==> config.mk <==
export PLATFORM = sky130hd
export DESIGN_NAME = tcb_arb
export DESIGN_NICKNAME = d
export VERILOG_FILES = /design/src/rtl/tcb_arb.sv
export SDC_FILE = /design/constraint.sdc
export NUM_CORES = 1
export LEC_CHECK = 0
export BUFFER_PORTS_ARGS = -buffer_cell sky130_fd_sc_hd__buf_4
export CAP_MARGIN = 20
export CORE_AREA = 2 2 121 123
export CTS_CLUSTER_DIAMETER = 60
export CTS_CLUSTER_SIZE = 20
export DETAILED_ROUTE_END_ITERATION = 16
export DIE_AREA = 0 0 123 125
export RECOVER_POWER = 50
export SLEW_MARGIN = 10
export SYNTH_ARGS = -nofsm -noshare
export SYNTH_HDL_FRONTEND = slang
export SYNTH_SLANG_ARGS = --single-unit
==> constraint.sdc <==
create_clock -name clk -period 1.12 [get_ports clk]
set_input_delay 0 -clock clk [delete_from_list [all_inputs] [get_ports clk]]
set_output_delay 0 -clock clk [all_outputs]
set_load 0.01 [all_outputs]
==> src/rtl/tcb_arb.sv <==
// rtl/tcb_arb.sv - merges BN TCB manager ports onto one subordinate port, with stall lock and response routing
// Round-robin priority with TCB_ARB_ROUND_ROBIN_EN defined; fixed priority (port 0 highest) otherwise.
module tcb_arb #(
  parameter int AW = 32,
  parameter int DW = 32,
  parameter int BN = 2
) (
  input  logic                 clk,
  input  logic                 rst,
  input  logic [BN-1:0]        s_vld,
  input  logic [BN-1:0]        s_wen,
  input  logic [BN*DW/8-1:0]   s_ben,
  input  logic [BN*AW-1:0]     s_adr,
  input  logic [BN*DW-1:0]     s_wdt,
  output logic [BN*DW-1:0]     s_rdt,
  output logic [BN-1:0]        s_rdy,
  output logic                 m_vld,
  output logic                 m_wen,
  output logic [DW/8-1:0]      m_ben,
  output logic [AW-1:0]        m_adr,
  output logic [DW-1:0]        m_wdt,
  input  logic [DW-1:0]        m_rdt,
  input  logic                 m_rdy
);

  localparam int IW = $clog2(BN);
  localparam int BW = DW / 8;

  logic          lck_q, lck_d;
  logic [IW-1:0] lix_q, lix_d;
  logic          rvl_q, rvl_d;
  logic [IW-1:0] rix_q, rix_d;
  logic [IW-1:0] ptr;

  logic          arb_vld;
  logic [IW-1:0] arb_idx;
  logic          gnt_vld;
  logic [IW-1:0] gnt;
  logic          xfer;

`ifdef TCB_ARB_ROUND_ROBIN_EN
  logic [IW-1:0] ptr_q, ptr_d;
  assign ptr = ptr_q;
`else
  assign ptr = '0;
`endif

  // Descending scan so the lowest offset from ptr is the one left standing.
  always_comb begin
    int j;
    arb_vld = 1'b0;
    arb_idx = '0;
    for (int k = BN - 1; k >= 0; k--) begin
      j = (int'(ptr) + k) % BN;
      if (s_vld[j]) begin
        arb_vld = 1'b1;
        arb_idx = IW'(j);
      end
    end
  end

  assign gnt     = lck_q ? lix_q : arb_idx;
  assign gnt_vld = lck_q | arb_vld;
  assign xfer    = m_vld & m_rdy;

  always_comb begin
    m_vld = 1'b0;
    m_wen = 1'bx;
    m_ben = 'x;
    m_adr = 'x;
    m_wdt = 'x;
    if (gnt_vld) begin
      m_vld = s_vld[gnt];
      m_wen = s_wen[gnt];
      m_ben = s_ben[int'(gnt)*BW +: BW];
      m_adr = s_adr[int'(gnt)*AW +: AW];
      m_wdt = s_wdt[int'(gnt)*DW +: DW];
    end
  end

  always_comb begin
    s_rdy = '0;
    s_rdt = '0;
    for (int i = 0; i < BN; i++) begin
      s_rdy[i] = gnt_vld && (int'(gnt) == i) && m_rdy;
      if (rvl_q && (int'(rix_q) == i)) begin
        s_rdt[i*DW +: DW] = m_rdt;
      end
    end
  end

  // Lock holds the grant across a stall; released by the completing handshake.
  always_comb begin
    lck_d = lck_q;
    lix_d = lix_q;
    rvl_d = xfer;
    rix_d = xfer ? gnt : rix_q;
    if (xfer) begin
      lck_d = 1'b0;
    end else if (m_vld) begin
      lck_d = 1'b1;
      lix_d = gnt;
    end
  end

`ifdef TCB_ARB_ROUND_ROBIN_EN
  always_comb begin
    ptr_d = ptr_q;
    if (xfer) begin
      ptr_d = (int'(gnt) == BN - 1) ? '0 : gnt + IW'(1);
    end
  end

  always_ff @(posedge clk) begin
    if (rst) begin
      ptr_q <= '0;
    end else begin
      ptr_q <= ptr_d;
    end
  end
`endif

  always_ff @(posedge clk) begin
    if (rst) begin
      lck_q <= 1'b0;
      lix_q <= '0;
      rvl_q <= 1'b0;
      rix_q <= '0;
    end else begin
      lck_q <= lck_d;
      lix_q <= lix_d;
      rvl_q <= rvl_d;
      rix_q <= rix_d;
    end
  end

endmodule

==> out/metrics.yaml <==
timing:
  worst_pin_slew_ns: 0.3931
  finalCritPeriodShare: 1.427
  worst_slack_ns: -0.4786
  drv_slew: 0
  relSlewSlack: 0.7370
  skew_ns: 0.001775
  hold_viol: 0
  fmax_ghz: 0.6255
  setup_violations: 104
  rsz0062_at_grt: "true"
  fin_crit_ns: 1.599
min_path:
  min_path_type: "input pin to flop"
routing:
  wl_per_cell_um: 14.49
  ant_nets: 0
  detail_route.iter0.violations: 39
  via_per_inst: 3.874
  drc: 0
  drt_pass1_iterations: 4
  drt-total-wl_mm: 9.987
  vias: 2669
clock_network:
  path_clk_slew_ns: 0.03
  clockBufferDepth: 2
  cts_buffers: 3
  cts_tree: "built"
  cts_sinks: 4
  ctsHtreeMaxLevel: 1
  clk_latency_ns: 0.22
  cts-root-buf: "clkbuf_16"
layout:
  fillCellCount: 1456
  layout.cells.most_common: "buf_4"
  n_antenna_cell: 0
  final_cell_mix: "226 x buf_4, 89 x buf_6, 69 x mux2_4"
  nets: 682
  drive_gt1_frac: 0.8931
  fin_util: 0.3599
  fin_cells: 689
  area_delta_synth_final_pct: 185.9
global_routing:
  track_usage: 0.1065
  grt_max_degree: 33
  grt_overflow: 0
  antenna_found_initial: 0
  grt_pass1_wl_mm: 13.32
  grt_pass1_vias: 2673
synth:
  syn-num-nets: 353
  ys_types: 22
  avgSynthCellArea_um2: 10.04
  syn_area_um2: 1788
  ys.warnings.count: 0
  yosys.area.top_type: "mux2_4"
  ys_seq_elements: 4
  synth.area.top_cells: "mux2_4 58%, and2_1 12%, and3_1 11%"
  synth_top_area_frac: 0.5794
  seq_area_frac_synth: 0.04479
  syn-instance-count: 178
critical_path:
  crit_type: "flop to primary output"
  cp.arrival_ns: 1.60
  end_kind: "primary output"
  required_ns: 1.12
  cp_max_fo: 15
  startpoint_type: "flop"
die:
  core_um2: 14200
  core.rowCount: 44
  start_util: 0.1259
  die_h_um: 125
  dieArea_um2: 15380
  io_pins: 311
  die_w_um: 123
placement:
  dp_cells: 674
  io_buffers: 310
  dp_hpwl_mm: 7.983
  gp_congestion: 0.8286
power_and_ir_drop:
  ir_drop_mv: 0.4173
  powerDensity_nw_per_um2: 554.9
  p_leak_nw: 2.888
  total_power_mw: 2.837
status:
  outcome: "finished, violations left"
  violations: "setup timing"
flow_run:
  maxCapViolations: 0
## cell usage after synthesis
cell	instances
mux2_4	69
and2_1	33
and3_1	32
clkbuf_1	9
buf_6	8
nor2_1	5
dfxtp_1	4
a21oi_1	2
inv_1	2
nand2_1	2
a211oi_1	1
a21oi_4	1
a2bb2oi_1	1
a31oi_1	1
mux2i_1	1
nand2b_1	1
nor2b_1	1
nor3_1	1
nor3b_2	1
nor4_1	1
o21ai_0	1
or2b_1	1
## power by group
part	switching [mW]	leakage, nW	total, mW	internal (mW)
logic	0.702	2.82	2.12	1.42
clock network	0.0970	0.0370	0.553	0.456
registers	0.0118	0.0347	0.165	0.153
total	0.811	2.89	2.84	2.03
## flip-flops by register name, indices dropped and copies added, names as in the netlist
| signal | cells |
|---|---|
| lck_q | 1 |
| lix_q | 1 |
| rix_q | 1 |
| rvl_q | 1 |
## metal layers
layer | vias to the layer above | track usage | wire length, um
met5 | - | 0 | 0
met4 | 0 | 0.009358 | 35
met3 | 2 | 0.01962 | 862
met2 | 150 | 0.2142 | 5564
met1 | 1227 | 0.1167 | 3525
li1 | 1290 | - | -
## logic make-up after synthesis
kind of cell	count (synthesis)	synth area share
buf+inv	19	0.07348
mux	70	0.5850
simple gates	78	0.2666
compound gates	7	0.03010
flops	4	0.04479
## critical path, stage by stage (launching register included)
cell	delay [ns]
dfxtp_4	0.35
nor3b_4	0.20
a21oi_4	0.05
buf_12	0.16
buf_4	0.16
mux2_4	0.29
buf_4	0.14
## final cells by class
class                   instances  area, um^2  area share
flip-flops and latches          4       87.58     0.01713
clock buffers                   3       75.07     0.01468
multi-input cells             155        1707      0.3338
inverters                       2       7.507    0.001468
well taps                     184       230.2     0.04503
repair buffers                341        3005      0.5879
## repair_timing
item | in CTS | in global routing
buffers inserted | 6 | 4
gates cloned | 1 | 2
pin swaps | 0 | 31
hold endpoints to repair | 4 | 0
hold buffers | 1 | 0
endpoints found under the setup margin | 136 | 113
gates resized for setup | 63 | 77
## through the flow
stage | setup TNS, ns | setup WS [ns] | hold slack [ns] | area, um^2
final | -35.66 | -0.4786 | 0.09667 | 5112
after global routing | -39.80 | -0.5181 | 0.1317 | 5112
after CTS | -35.72 | -0.4915 | 0.09139 | 4851
after detailed placement | -18.19 | -0.3001 | 0.1848 | 4472
after global placement | -17.67 | -0.2836 | 0.1878 | 4472
after floorplan | -8.041 | -0.1172 | 0.06497 | 1795
## worst paths after layout
| check | from | depth (start not counted) | end | slack [ns] |
|---|---|---|---|---|
| min reg2reg | lck_q | 3 | lck_q | 0.67 |
| max reg2reg | lix_q | 4 | rvl_q | 0.04 |
| max | lck_q | 6 | m_wdt[4] | -0.48 |
| min | m_rdy | 3 | lix_q | 0.1 |
No activity file was read; power rests on OpenSTA's default activity.
